File: src/rtl/alu_pkg.sv
// Shared ALU definitions for the RV32 execute path.
// ALUControl encodings and execute-stage occupancy states.
package alu_pkg;

    typedef logic [2:0] alu_ctrl_t;

    localparam alu_ctrl_t ALUCTRL_ADD = 3'b000;
    localparam alu_ctrl_t ALUCTRL_SUB = 3'b001;
    localparam alu_ctrl_t ALUCTRL_AND = 3'b010;
    localparam alu_ctrl_t ALUCTRL_OR  = 3'b011;
    localparam alu_ctrl_t ALUCTRL_SLT = 3'b101;

    typedef enum logic [1:0] {
        OCC_EMPTY = 2'd0,
        OCC_ONE   = 2'd1,
        OCC_FULL  = 2'd2
    } occ_t;

endpackage

File: src/rtl/alu.sv
// Combinational RV32 ALU: ADD/SUB/AND/OR/SLT.
// Unused codes fall back to ADD.
module alu
    import alu_pkg::*;
#(
    parameter int WIDTH = 32
) (
    input  logic [2:0]       alu_ctrl,
    input  logic [WIDTH-1:0] src_a,
    input  logic [WIDTH-1:0] src_b,
    output logic [WIDTH-1:0] result,
    output logic             zero
);

    alu_ctrl_t ctrl;
    logic      lt;

    assign ctrl = alu_ctrl;
    assign lt   = $signed(src_a) < $signed(src_b);

    // Operation select; carry/borrow are dropped by truncation.
    always_comb begin
        result = src_a + src_b;
        unique case (ctrl)
            ALUCTRL_SUB: result = src_a - src_b;
            ALUCTRL_AND: result = src_a & src_b;
            ALUCTRL_OR:  result = src_a | src_b;
            ALUCTRL_SLT: result = {{(WIDTH-1){1'b0}}, lt};
            default:     result = src_a + src_b;
        endcase
    end

    assign zero = (result == '0);

endmodule

File: src/rtl/alu_exec.sv
// Registered execute stage: ALU plus main/skid output buffer.
// Handshake outputs come straight from flops.
module alu_exec
    import alu_pkg::*;
#(
    parameter int WIDTH = 32,
    parameter int TAGW  = 5
) (
    input  logic             clk,
    input  logic             rst,
    input  logic             in_valid,
    output logic             in_ready,
    input  logic [2:0]       alu_ctrl,
    input  logic [WIDTH-1:0] src_a,
    input  logic [WIDTH-1:0] src_b,
    input  logic [TAGW-1:0]  tag_in,
    input  logic             flush,
    output logic             out_valid,
    input  logic             out_ready,
    output logic [WIDTH-1:0] result,
    output logic             zero,
    output logic [TAGW-1:0]  tag_out
);

    logic [WIDTH-1:0] alu_res;
    logic             alu_zero;

    alu #(.WIDTH(WIDTH)) u_alu (
        .alu_ctrl (alu_ctrl),
        .src_a    (src_a),
        .src_b    (src_b),
        .result   (alu_res),
        .zero     (alu_zero)
    );

    occ_t             occ_q;
    occ_t             occ_d;
    logic             out_valid_q;
    logic             in_ready_q;
    logic             accept;
    logic             xfer;
    logic             load_m_in;
    logic             load_m_skid;
    logic             load_s;

    logic [WIDTH-1:0] m_result;
    logic             m_zero;
    logic [TAGW-1:0]  m_tag;
    logic [WIDTH-1:0] s_result;
    logic             s_zero;
    logic [TAGW-1:0]  s_tag;

    assign accept = in_valid && in_ready_q && !flush;
    assign xfer   = out_valid_q && out_ready;

    // Occupancy next state and buffer load selects; flush empties both slots.
    always_comb begin
        occ_d       = occ_q;
        load_m_in   = 1'b0;
        load_m_skid = 1'b0;
        load_s      = 1'b0;
        if (flush) begin
            occ_d = OCC_EMPTY;
        end else begin
            unique case (occ_q)
                OCC_EMPTY: begin
                    if (accept) begin
                        occ_d     = OCC_ONE;
                        load_m_in = 1'b1;
                    end
                end
                OCC_ONE: begin
                    if (xfer && accept) begin
                        load_m_in = 1'b1;
                    end else if (xfer) begin
                        occ_d = OCC_EMPTY;
                    end else if (accept) begin
                        occ_d  = OCC_FULL;
                        load_s = 1'b1;
                    end
                end
                OCC_FULL: begin
                    if (xfer) begin
                        occ_d       = OCC_ONE;
                        load_m_skid = 1'b1;
                    end
                end
                default: occ_d = OCC_EMPTY;
            endcase
        end
    end

    // State register with handshake flags precomputed from next state.
    always_ff @(posedge clk or posedge rst) begin
        if (rst) begin
            occ_q       <= OCC_EMPTY;
            out_valid_q <= 1'b0;
            in_ready_q  <= 1'b1;
        end else begin
            occ_q       <= occ_d;
            out_valid_q <= (occ_d != OCC_EMPTY);
            in_ready_q  <= (occ_d != OCC_FULL);
        end
    end

    // Main slot drives the outputs, so it is reset.
    always_ff @(posedge clk or posedge rst) begin
        if (rst) begin
            m_result <= '0;
            m_zero   <= 1'b0;
            m_tag    <= '0;
        end else if (load_m_in) begin
            m_result <= alu_res;
            m_zero   <= alu_zero;
            m_tag    <= tag_in;
        end else if (load_m_skid) begin
            m_result <= s_result;
            m_zero   <= s_zero;
            m_tag    <= s_tag;
        end
    end

    // Skid slot catches the one bundle accepted during a stall.
    always_ff @(posedge clk) begin
        if (load_s) begin
            s_result <= alu_res;
            s_zero   <= alu_zero;
            s_tag    <= tag_in;
        end
    end

    assign in_ready  = in_ready_q;
    assign out_valid = out_valid_q;
    assign result    = m_result;
    assign zero      = m_zero;
    assign tag_out   = m_tag;

endmodule

File: config.mk
export PLATFORM = sky130hd
export DESIGN_NAME = alu_exec
export DESIGN_NICKNAME = d
export VERILOG_FILES = /design/src/rtl/alu_pkg.sv /design/src/rtl/alu.sv /design/src/rtl/alu_exec.sv
export SDC_FILE = /design/constraint.sdc
export NUM_CORES = 1
export LEC_CHECK = 0
export BUFFER_PORTS_ARGS = -buffer_cell sky130_fd_sc_hd__buf_4
export CORE_ASPECT_RATIO = 1.5
export CORE_MARGIN = 2
export CORE_UTILIZATION = 45
export CTS_BUF_LIST = sky130_fd_sc_hd__clkbuf_8
export CTS_CLUSTER_DIAMETER = 200
export DETAILED_ROUTE_END_ITERATION = 12
export PLACE_DENSITY = 0.74
export REMOVE_ABC_BUFFERS = 1
export SETUP_SLACK_MARGIN = 0.4
export SLEW_MARGIN = 20
export SYNTH_ARGS = -nofsm -noshare
export SYNTH_HDL_FRONTEND = slang
export SYNTH_SLANG_ARGS = --single-unit
File: constraint.sdc
create_clock -name clk -period 5.7 [get_ports clk]
set_input_delay 0.57 -clock clk [delete_from_list [all_inputs] [get_ports clk]]
set_output_delay 0.57 -clock clk [all_outputs]
set_load 0.02 [all_outputs]
==> flow_summary.yaml, run 1 <==
setup_path:
  cp_top_family: "compound AO/OA/AOI/OAI gates"
  r2r_setup_slack_ps: 3590
  start_kind: "primary input"
  worstPathRequired_ps: 5990
  r2r_end: "result[7]"
  arrival_ps: 4450
  cp-endpoint: "zero"
  critPathMaxStageDelay_ps: 640
  crit_type: "in -> reg"
  worst-path-max-fanout: 4
  worstReg2RegStart: "out_valid"
  cp_num_cells: 15
  endpoint_kind: "register"
  crit_buf_inv: 2
  critPathLaunch: "src_a[0]"
  crit_chain: "buf_4 > inv_1 > ha_1 > fa_1 > nor3_1 > o311ai_1 > a311oi_1 > o31a_1 > o22ai_1 > o311ai_0 > nor4_1 > nand4b_1 > nor4b_1 > and3_1 > a21o_1"
  r2r_cells: 5
  crit_slowest_cell: "o311ai_1"
floorplan:
  die_y_um: 175.1
  rows: 62
  core_mm2: 0.01916
  start_util: 0.4582
  die_x_um: 118.0
  die_area_mm2: 0.02067
  io_pins: 117
power_and_ir_drop:
  p_seq_frac: 0.335
  p_leak_nw: 4.577
  p_comb_frac: 0.475
  power_density_mw_per_mm2: 231.0
  swShare: 0.4026
  net-switching-power_mw: 0.9311
  vdd_ir_drop_max_mv: 0.1168
  internal_power_mw: 1.382
  clkPwrFrac: 0.190
finish:
  drive_above_1_share: 0.1499
  fin_cells: 1470
  nets: 1385
  area_growth_pct: 14.02
  fillCellCount: 1930
  antenna_cells: 0
outcome:
  status: "completed"
timing:
  final.setup.worst_slack_ps: 1549
  period_share: 0.7283
  fin_skew_ps: 8.675
  hold_violations: 0
  final-max-slew-violation-count: 0
  finalSetupViolCount: 0
  tightest_slew_ps: 1050
  period_minus_slack_ps: 4151
  fin_setup_tns_ps: 0
  max_freq_ghz: 0.2409
  grt_setup_unrepaired: "false"
  max_slew_margin: 0.2987
min_path:
  hp-class: "in -> async"
cts:
  clock_latency_ps: 350
  cts_buffers: 9
  cts_tree: "yes"
  htreeDepth: 3
  cts_resized: 0
  clk_pin_slew_ps: 70
  cts.sinks: 80
  clk_path_buf_depth: 2
  holdBufCountCts: 0
  postCtsSetupRepairBufs: 0
  cts-root-buf: "clkbuf_8"
detailed_routing:
  drtIter0Drc: 941
  ant_nets: 0
  post_drt_via_cell_ratio: 6.169
  wl_per_cell_um: 19.62
  vias: 9068
  drtPass1Iterations: 5
  drc: 0
  finalWirelength_um: 28840
grt:
  grt_pass1_vias: 8753
  grt_usage: 0.2755
  overflow: 0
  grt_pass1_wl_um: 45780
  antenna_found_initial: 0
  grt_start_max_net_pins: 43
yosys:
  seq_area_frac_synth: 0.2498
  ys.flop_type: "dfrtp_1"
  ys_ff_latch: 80
  syn_inst: 1133
  synth_area_mm2: 0.008780
  synth.distinct_cells: 92
  synth_edf_count: 38
  async_reset_ff_frac: 0.5250
  yosysWarnings: 0
  postSynthAreaPerCell_um2: 7.749
placed_design:
  port_buffers: 116
  pre_cts_slack_ps: 1296
  place_congestion: 1.121
  hpwl_um: 22400
  dp_cells: 1455
job:
  timing.max_cap.violations: 0
flip-flops by register name, indices dropped and copies added, names as in the netlist:
| signal | flops |
|---|---|
| out_valid | 1 |
| zero | 1 |
| result | 32 |
| s_tag | 5 |
| occ_q | 2 |
| in_ready | 1 |
| s_result | 32 |
| s_zero | 1 |
| tag_out | 5 |
worst min-delay path, cell delays in order:
cell      delay [ps]
buf_4            110
clkinv_1          40
buf_4            450
layout make-up:
class | count | area, µm² | area share
clock inverters | 6 | 86.33 | 0.008624
multi-input cells | 887 | 5932 | 0.5925
clock buffers | 9 | 123.9 | 0.01237
well taps | 256 | 320.3 | 0.03200
flip-flops and latches | 80 | 2193 | 0.2191
repair buffers | 129 | 968.4 | 0.09674
inverters | 103 | 386.6 | 0.03862
cell families after synthesis:
logic type               Yosys count  synth area share
AO/OA/AOI/OAI                    383            0.3047
XOR/XNOR                           4          0.003990
multiplexers                       6          0.006983
flip-flops                        80            0.2498
buffers and inverters            166           0.07681
adder cells (fa/ha/maj)           98            0.1414
AND/OR/NAND/NOR                  396            0.2163
cell usage in the layout (no fill, tap or decap), types with 6 or more instances in the layout:
master    count
nand4_1       7
o211a_1      10
a211oi_1     19
clkbuf_8      9
o211ai_1     10
and3_1        8
o31a_1        7
o22a_1        7
nor2_1      117
o21bai_1      6
nor2b_1      26
nor4_1       12
nand2b_1     16
a221o_1       7
ha_1         96
o31ai_1      13
nand2_1     119
or2_2         7
a21o_1       18
a31oi_1      20
inv_1       101
a22oi_1      20
or3_1         6
a21oi_1      90
nand3_1      19
edfxtp_1     38
nor3_1       27
dfrtp_1      41
o21ai_0      55
buf_4       129
o21a_1       11
o22ai_1      23
cells in the mapped netlist, types with 23 or more instances:
master    count  area share
clkbuf_1     39       0.017
inv_1       101       0.043
nor2b_1      26       0.019
edfxtp_1     38        0.13
dfrtp_1      41        0.12
nand2_1     119       0.051
a21oi_1      90       0.051
nor3_1       29       0.017
o22ai_1      23       0.016
ha_1         96        0.14
nor2_1      117       0.050
o21ai_0      55       0.031
metrics by stage:
step | instance area, µm² | hold WS (ps) | power [mW] | util
2_1_floorplan | 8492 | 438.4 | 1.451 | -
4_1_cts | 10010 | 367.5 | 2.311 | 0.5225
3_5_place_dp | 9801 | 458.9 | 1.870 | 0.5115
3_3_place_gp | 9801 | 444.9 | 1.859 | 0.5115
6_report | 10010 | 354.8 | 2.313 | 0.5225
5_1_grt | 10010 | 377.0 | 2.448 | 0.5225
worst min-delay path by stage:
| stage | from | endpoint | depth (start not counted) |
|---|---|---|---|
| global placement | s_tag[2] | tag_out[2] | 2 |
| CTS | rst | result[2] | 3 |
| floorplan | s_tag[0] | tag_out[0] | 2 |
| global route | tag_in[3] | s_tag[3] | 1 |
| finish | rst | result[6] | 3 |
| detailed placement | s_tag[3] | tag_out[3] | 2 |
layer usage:
metal | global-route usage | routed length [µm]
met5 | 0 | 0
met1 | 0.3176 | 11130
met2 | 0.4862 | 14040
met3 | 0.03362 | 1718
met4 | 0.1652 | 1952
power groups by stage:
stage                     Combinational, mW  Sequential [mW]  Clock, mW
after global routing                   1.19            0.788      0.471
after CTS                              1.09            0.776      0.448
final                                  1.10            0.775      0.440
after detailed placement               1.08            0.788          0
after global placement                 1.07            0.786          0
after floorplan                       0.565            0.886          0
Note: power is estimated with default switching activity, not from simulation.
==> run 2: changes to the inputs <==
Settings changed: PLACE_DENSITY 0.74 to 0.76.
Clock period 5.7 ns to 3.7 ns, I/O delays scaled along.
==> flow_summary.yaml, run 2 (same netlist as run 1, synthesis figures left out) <==
outcome:
  status: "completed"
finish:
  final_common_cell: "buf_4"
  fin_cells: 1717
  area_growth_pct: 43.18
  antenna_cells: 0
  fin_area_mm2: 0.01257
  fillCellCount: 1670
  layout_common_cells: "buf_4, nand2_1, nor2_1"
  nets: 1631
  drive_above_1_share: 0.3504
detailed_routing:
  post_drt_via_cell_ratio: 5.929
  vias: 10180
  wl_per_cell_um: 18.98
  drc: 0
  ant_nets: 0
  finalWirelength_um: 32590
  drtIter0Drc: 1028
  drtPass1Iterations: 5
timing:
  period_share: 0.8883
  finalSetupViolCount: 0
  tightest_slew_ps: 879.9
  final-max-slew-violation-count: 0
  grt_setup_unrepaired: "true"
  max_slew_margin: 0.4134
  max_freq_ghz: 0.3043
  fin_skew_ps: 13.71
  hold_violations: 0
  final.setup.worst_slack_ps: 413.3
  period_minus_slack_ps: 3287
cts:
  clk_path_buf_depth: 2
  htreeDepth: 3
  cts_tree: "yes"
  clk_pin_slew_ps: 80
  cts_buffers: 9
  holdBufCountCts: 0
  clock_latency_ps: 350
  cts.sinks: 80
  cts-root-buf: "clkbuf_8"
floorplan:
  die_x_um: 118.0
  rows: 62
  io_pins: 117
  die_area_mm2: 0.02067
  core_mm2: 0.01916
  die_y_um: 175.1
  start_util: 0.4582
grt:
  grt_pass1_wl_um: 51360
  antenna_found_initial: 0
  grt_pass1_vias: 10080
  overflow: 0
  grt_start_max_net_pins: 43
  grt_usage: 0.3068
setup_path:
  worstPathRequired_ps: 4000
  critPathLaunch: "src_a[7]"
  r2r_cells: 5
  worst-path-max-fanout: 4
  crit_chain: "buf_8 > inv_4 > ha_4 > buf_6 > buf_6 > nand2_4 > or3_4 > a211oi_4 > nor2_2 > o31a_1 > o21a_1 > o22a_1 > or4b_1 > nor4b_2 > and3_1 > a21o_1"
  start_kind: "primary input"
  critPathMaxStageDelay_ps: 540
  endpoint_kind: "register"
  crit_slowest_cell: "or4b_1"
  arrival_ps: 3590
  worstReg2RegStart: "out_valid"
  cpMostUsedCell: "buf_6"
  crit_type: "in -> reg"
power_and_ir_drop:
  vdd_ir_drop_max_mv: 0.1826
  power_density_mw_per_mm2: 318.0
  p_leak_nw: 5.864
job:
  timing.max_cap.violations: 0
placed_design:
  place_congestion: 0.9935
  dp_cells: 1685
  hpwl_um: 25350
  pre_cts_slack_ps: -341.1
  placed_area_mm2: 0.01155
  port_buffers: 116
min_path:
  hp-class: "in -> async"
-- run 2: changes by cell type in the layout (fill, tap and decap cells not counted), moves of 5 or more --
cell,before,now
a21oi_1,90,84
ha_1,96,81
inv_1,101,94
a21oi_2,1,6
a211oi_1,19,14
o31ai_1,13,8
ha_4,0,13
buf_6,0,12
buf_4,129,359
nor4_1,12,5
o31ai_4,0,5
-- run 2: area by class of cell --
type / instances / area, µm² / share of cell area
multi-input cells: 887 / 6578 / 0.5232
repair buffers: 375 / 2900 / 0.2307
flip-flops and latches: 80 / 2193 / 0.1745
inverters: 103 / 396.6 / 0.03155
well taps: 256 / 320.3 / 0.02548
clock buffers: 11 / 151.4 / 0.01204
clock inverters: 5 / 31.28 / 0.002488
-- run 2: stage by stage --
step	TNS, ps	hold WS, ps	power, mW	utilization
finish	0	144.8	3.997	0.6561
global route	0	185.8	4.217	0.6561
CTS	0	159.9	3.896	0.6344
detailed placement	-648.5	456.6	3.216	0.6029
global placement	-661.7	448.4	3.181	0.6029
floorplan	-5601	436.4	2.235	-
-- run 2: timing repair --
| item | in CTS | in global routing |
|---|---|---|
| setup endpoints to repair | 2 | 5 |
| hold endpoints to repair | 0 | 0 |
| gates cloned | 0 | 0 |
| buffers inserted | 8 | 8 |
| resized for setup | 74 | 61 |
| pin swaps | 25 | 29 |
-- run 2: power by group --
part / internal [mW] / switching [mW] / leakage, nW
sequential: 1.10 / 0.0903 / 0.844
clock: 0.278 / 0.309 / 0.0946
combinational: 1.01 / 1.21 / 4.93
total: 2.39 / 1.61 / 5.86
-- run 2: routing by layer --
layer / track usage / share of wire
met5: 0 / 0
met4: 0.1526 / 0.051
met3: 0.03035 / 0.052
met2: 0.5625 / 0.51
met1: 0.3529 / 0.39
-- run 2: path summary, 6_finish.rpt --
| check | slack [ps] | to |
|---|---|---|
| max | 410 | zero |
| min | 140 | result[4] |
| max reg2reg | 1540 | result[7] |
| min reg2reg | 470 | tag_out[4] |
| max in group asynchronous | 3170 | result[27] |
| min in group clk | 200 | s_tag[4] |
-- run 2: worst max-delay path, delay by kind of cell --
kind / cells / cell delay [ps]
buf+inv: 4 / 280
simple gates: 6 / 1490
compound gates: 5 / 1170
fa+ha+maj: 1 / 270
==> run 3: changes to the inputs <==
Settings changed: CORE_ASPECT_RATIO 1.5 to 0.7, HOLD_SLACK_MARGIN set to 0.06, RECOVER_POWER set to 50.
==> flow_summary.yaml, run 3 (same netlist as run 1, synthesis figures left out) <==
setup_path:
  worst-path-max-fanout: 10
  start_kind: "primary input"
  worstPathRequired_ps: 3990
  arrival_ps: 3810
  endpoint_kind: "register"
  crit_type: "in -> reg"
detailed_routing:
  vias: 10390
  drtPass1Iterations: 6
  drc: 0
  finalWirelength_um: 34390
  wl_per_cell_um: 20.35
  post_drt_via_cell_ratio: 6.147
  drtIter0Drc: 1335
  ant_nets: 0
finish:
  fillCellCount: 1636
  fin_cells: 1690
  antenna_cells: 0
  fin_area_mm2: 0.01244
  utilization: 0.6540
  drive_above_1_share: 0.3268
  final_common_cell: "buf_4"
  nets: 1596
  layout_common_cells: "buf_4, nand2_1, nor2_1"
  area_growth_pct: 41.71
placed_design:
  port_buffers: 116
  place_congestion: 1.063
  placed_area_mm2: 0.01120
  dp_cells: 1648
  hpwl_um: 25490
cts:
  clk_pin_slew_ps: 80
  clk_path_buf_depth: 2
  cts_tree: "yes"
  clock_latency_ps: 350
  holdBufCountCts: 0
  cts_buffers: 9
  cts-root-buf: "clkbuf_8"
  htreeDepth: 3
  cts.sinks: 80
grt:
  grt_start_max_net_pins: 43
  grt_usage: 0.3170
  antenna_found_initial: 1
  grt_pass1_wl_um: 51370
  grt_pass1_vias: 9465
  overflow: 0
timing:
  fin_skew_ps: 4.901
  tightest_slew_ps: 2347
  max_slew_margin: -0.5646
  fin_setup_tns_ps: 0
  max_freq_ghz: 0.2843
  grt_setup_unrepaired: "true"
  period_minus_slack_ps: 3518
  final-max-slew-violation-count: 82
  period_share: 0.9507
  finalSetupViolCount: 0
  hold_violations: 0
floorplan:
  start_util: 0.4615
  die_y_um: 120.9
  die_area_mm2: 0.02066
  core_mm2: 0.01902
  die_x_um: 171.0
  io_pins: 117
  rows: 42
power_and_ir_drop:
  power_density_mw_per_mm2: 333.0
  vdd_ir_drop_max_mv: 0.2456
  p_total_mw: 4.144
  p_leak_nw: 5.599
min_path:
  hp-class: "in -> reg"
job:
  timing.max_cap.violations: 2
outcome:
  violations: "capacitance limit, slew limit"
  status: "finished with violations"
## run 3: where the power goes
| part | switching, mW | internal (mW) |
|---|---|---|
| registers | 0.0908 | 1.10 |
| clock network | 0.322 | 0.449 |
| logic | 1.29 | 0.889 |
## run 3: timing repair
item | in CTS | in global routing
endpoints found under the hold margin | 0 | 0
resized for setup | 48 | 145
setup endpoints to repair | 3 | 6
pin swaps | 17 | 71
gates cloned | 0 | 0
setup buffers | 3 | 23
## run 3: stage by stage
step | hold WS [ps] | setup WS (ps)
after floorplan | 436.4 | -147.4
after global placement | 442.2 | -191.1
after detailed placement | 452.9 | -274.2
after CTS | 167.8 | 400.9
after global routing | 240.3 | 151.9
final | 240.7 | 182.5
## run 3: routing by layer
metal | routed length (µm) | track usage | vias to the layer above
met4 | 581 | 0.06038 | 2
li1 | - | - | 4690
met1 | 15140 | 0.4855 | 4966
met2 | 14440 | 0.4575 | 658
met5 | 10 | 0 | -
met3 | 4216 | 0.06654 | 72
## run 3: worst max-delay path, stage by stage
cell and delay [ps]:
clkbuf_1 290, nor2b_1 270, nor2_1 550, o21ai_0 280, o211a_1 260, nor2_1 170
or4b_4 510, nor4_4 300, nand4b_1 180, nor4b_4 310, and3_4 220, a21o_1 100
## run 3: area by class of cell
| cell class | count | area, µm² | share of cell area |
|---|---|---|---|
| Inverter | 103 | 401.6 | 0.03228 |
| Timing Repair Buffer | 340 | 2436 | 0.1958 |
| Tap cell | 264 | 330.3 | 0.02655 |
| Clock buffer | 9 | 123.9 | 0.009956 |
| Clock inverter | 7 | 118.9 | 0.009554 |
| Multi-Input combinational cell | 887 | 6838 | 0.5496 |
| Sequential cell | 80 | 2193 | 0.1763 |
## run 3: worst paths after layout
kind / endpoint / cells after the start / startpoint / slack (ps)
worst max register to register: s_result[4] / 3 / in_ready / 760
worst max-delay path: zero / 12 / alu_ctrl[0] / 180
worst min-delay path: s_tag[3] / 1 / tag_in[3] / 240
min in group asynchronous: out_valid / 3 / rst / 880
max in group asynchronous: result[14] / 3 / rst / 1470
worst min register to register: tag_out[3] / 2 / s_tag[3] / 470
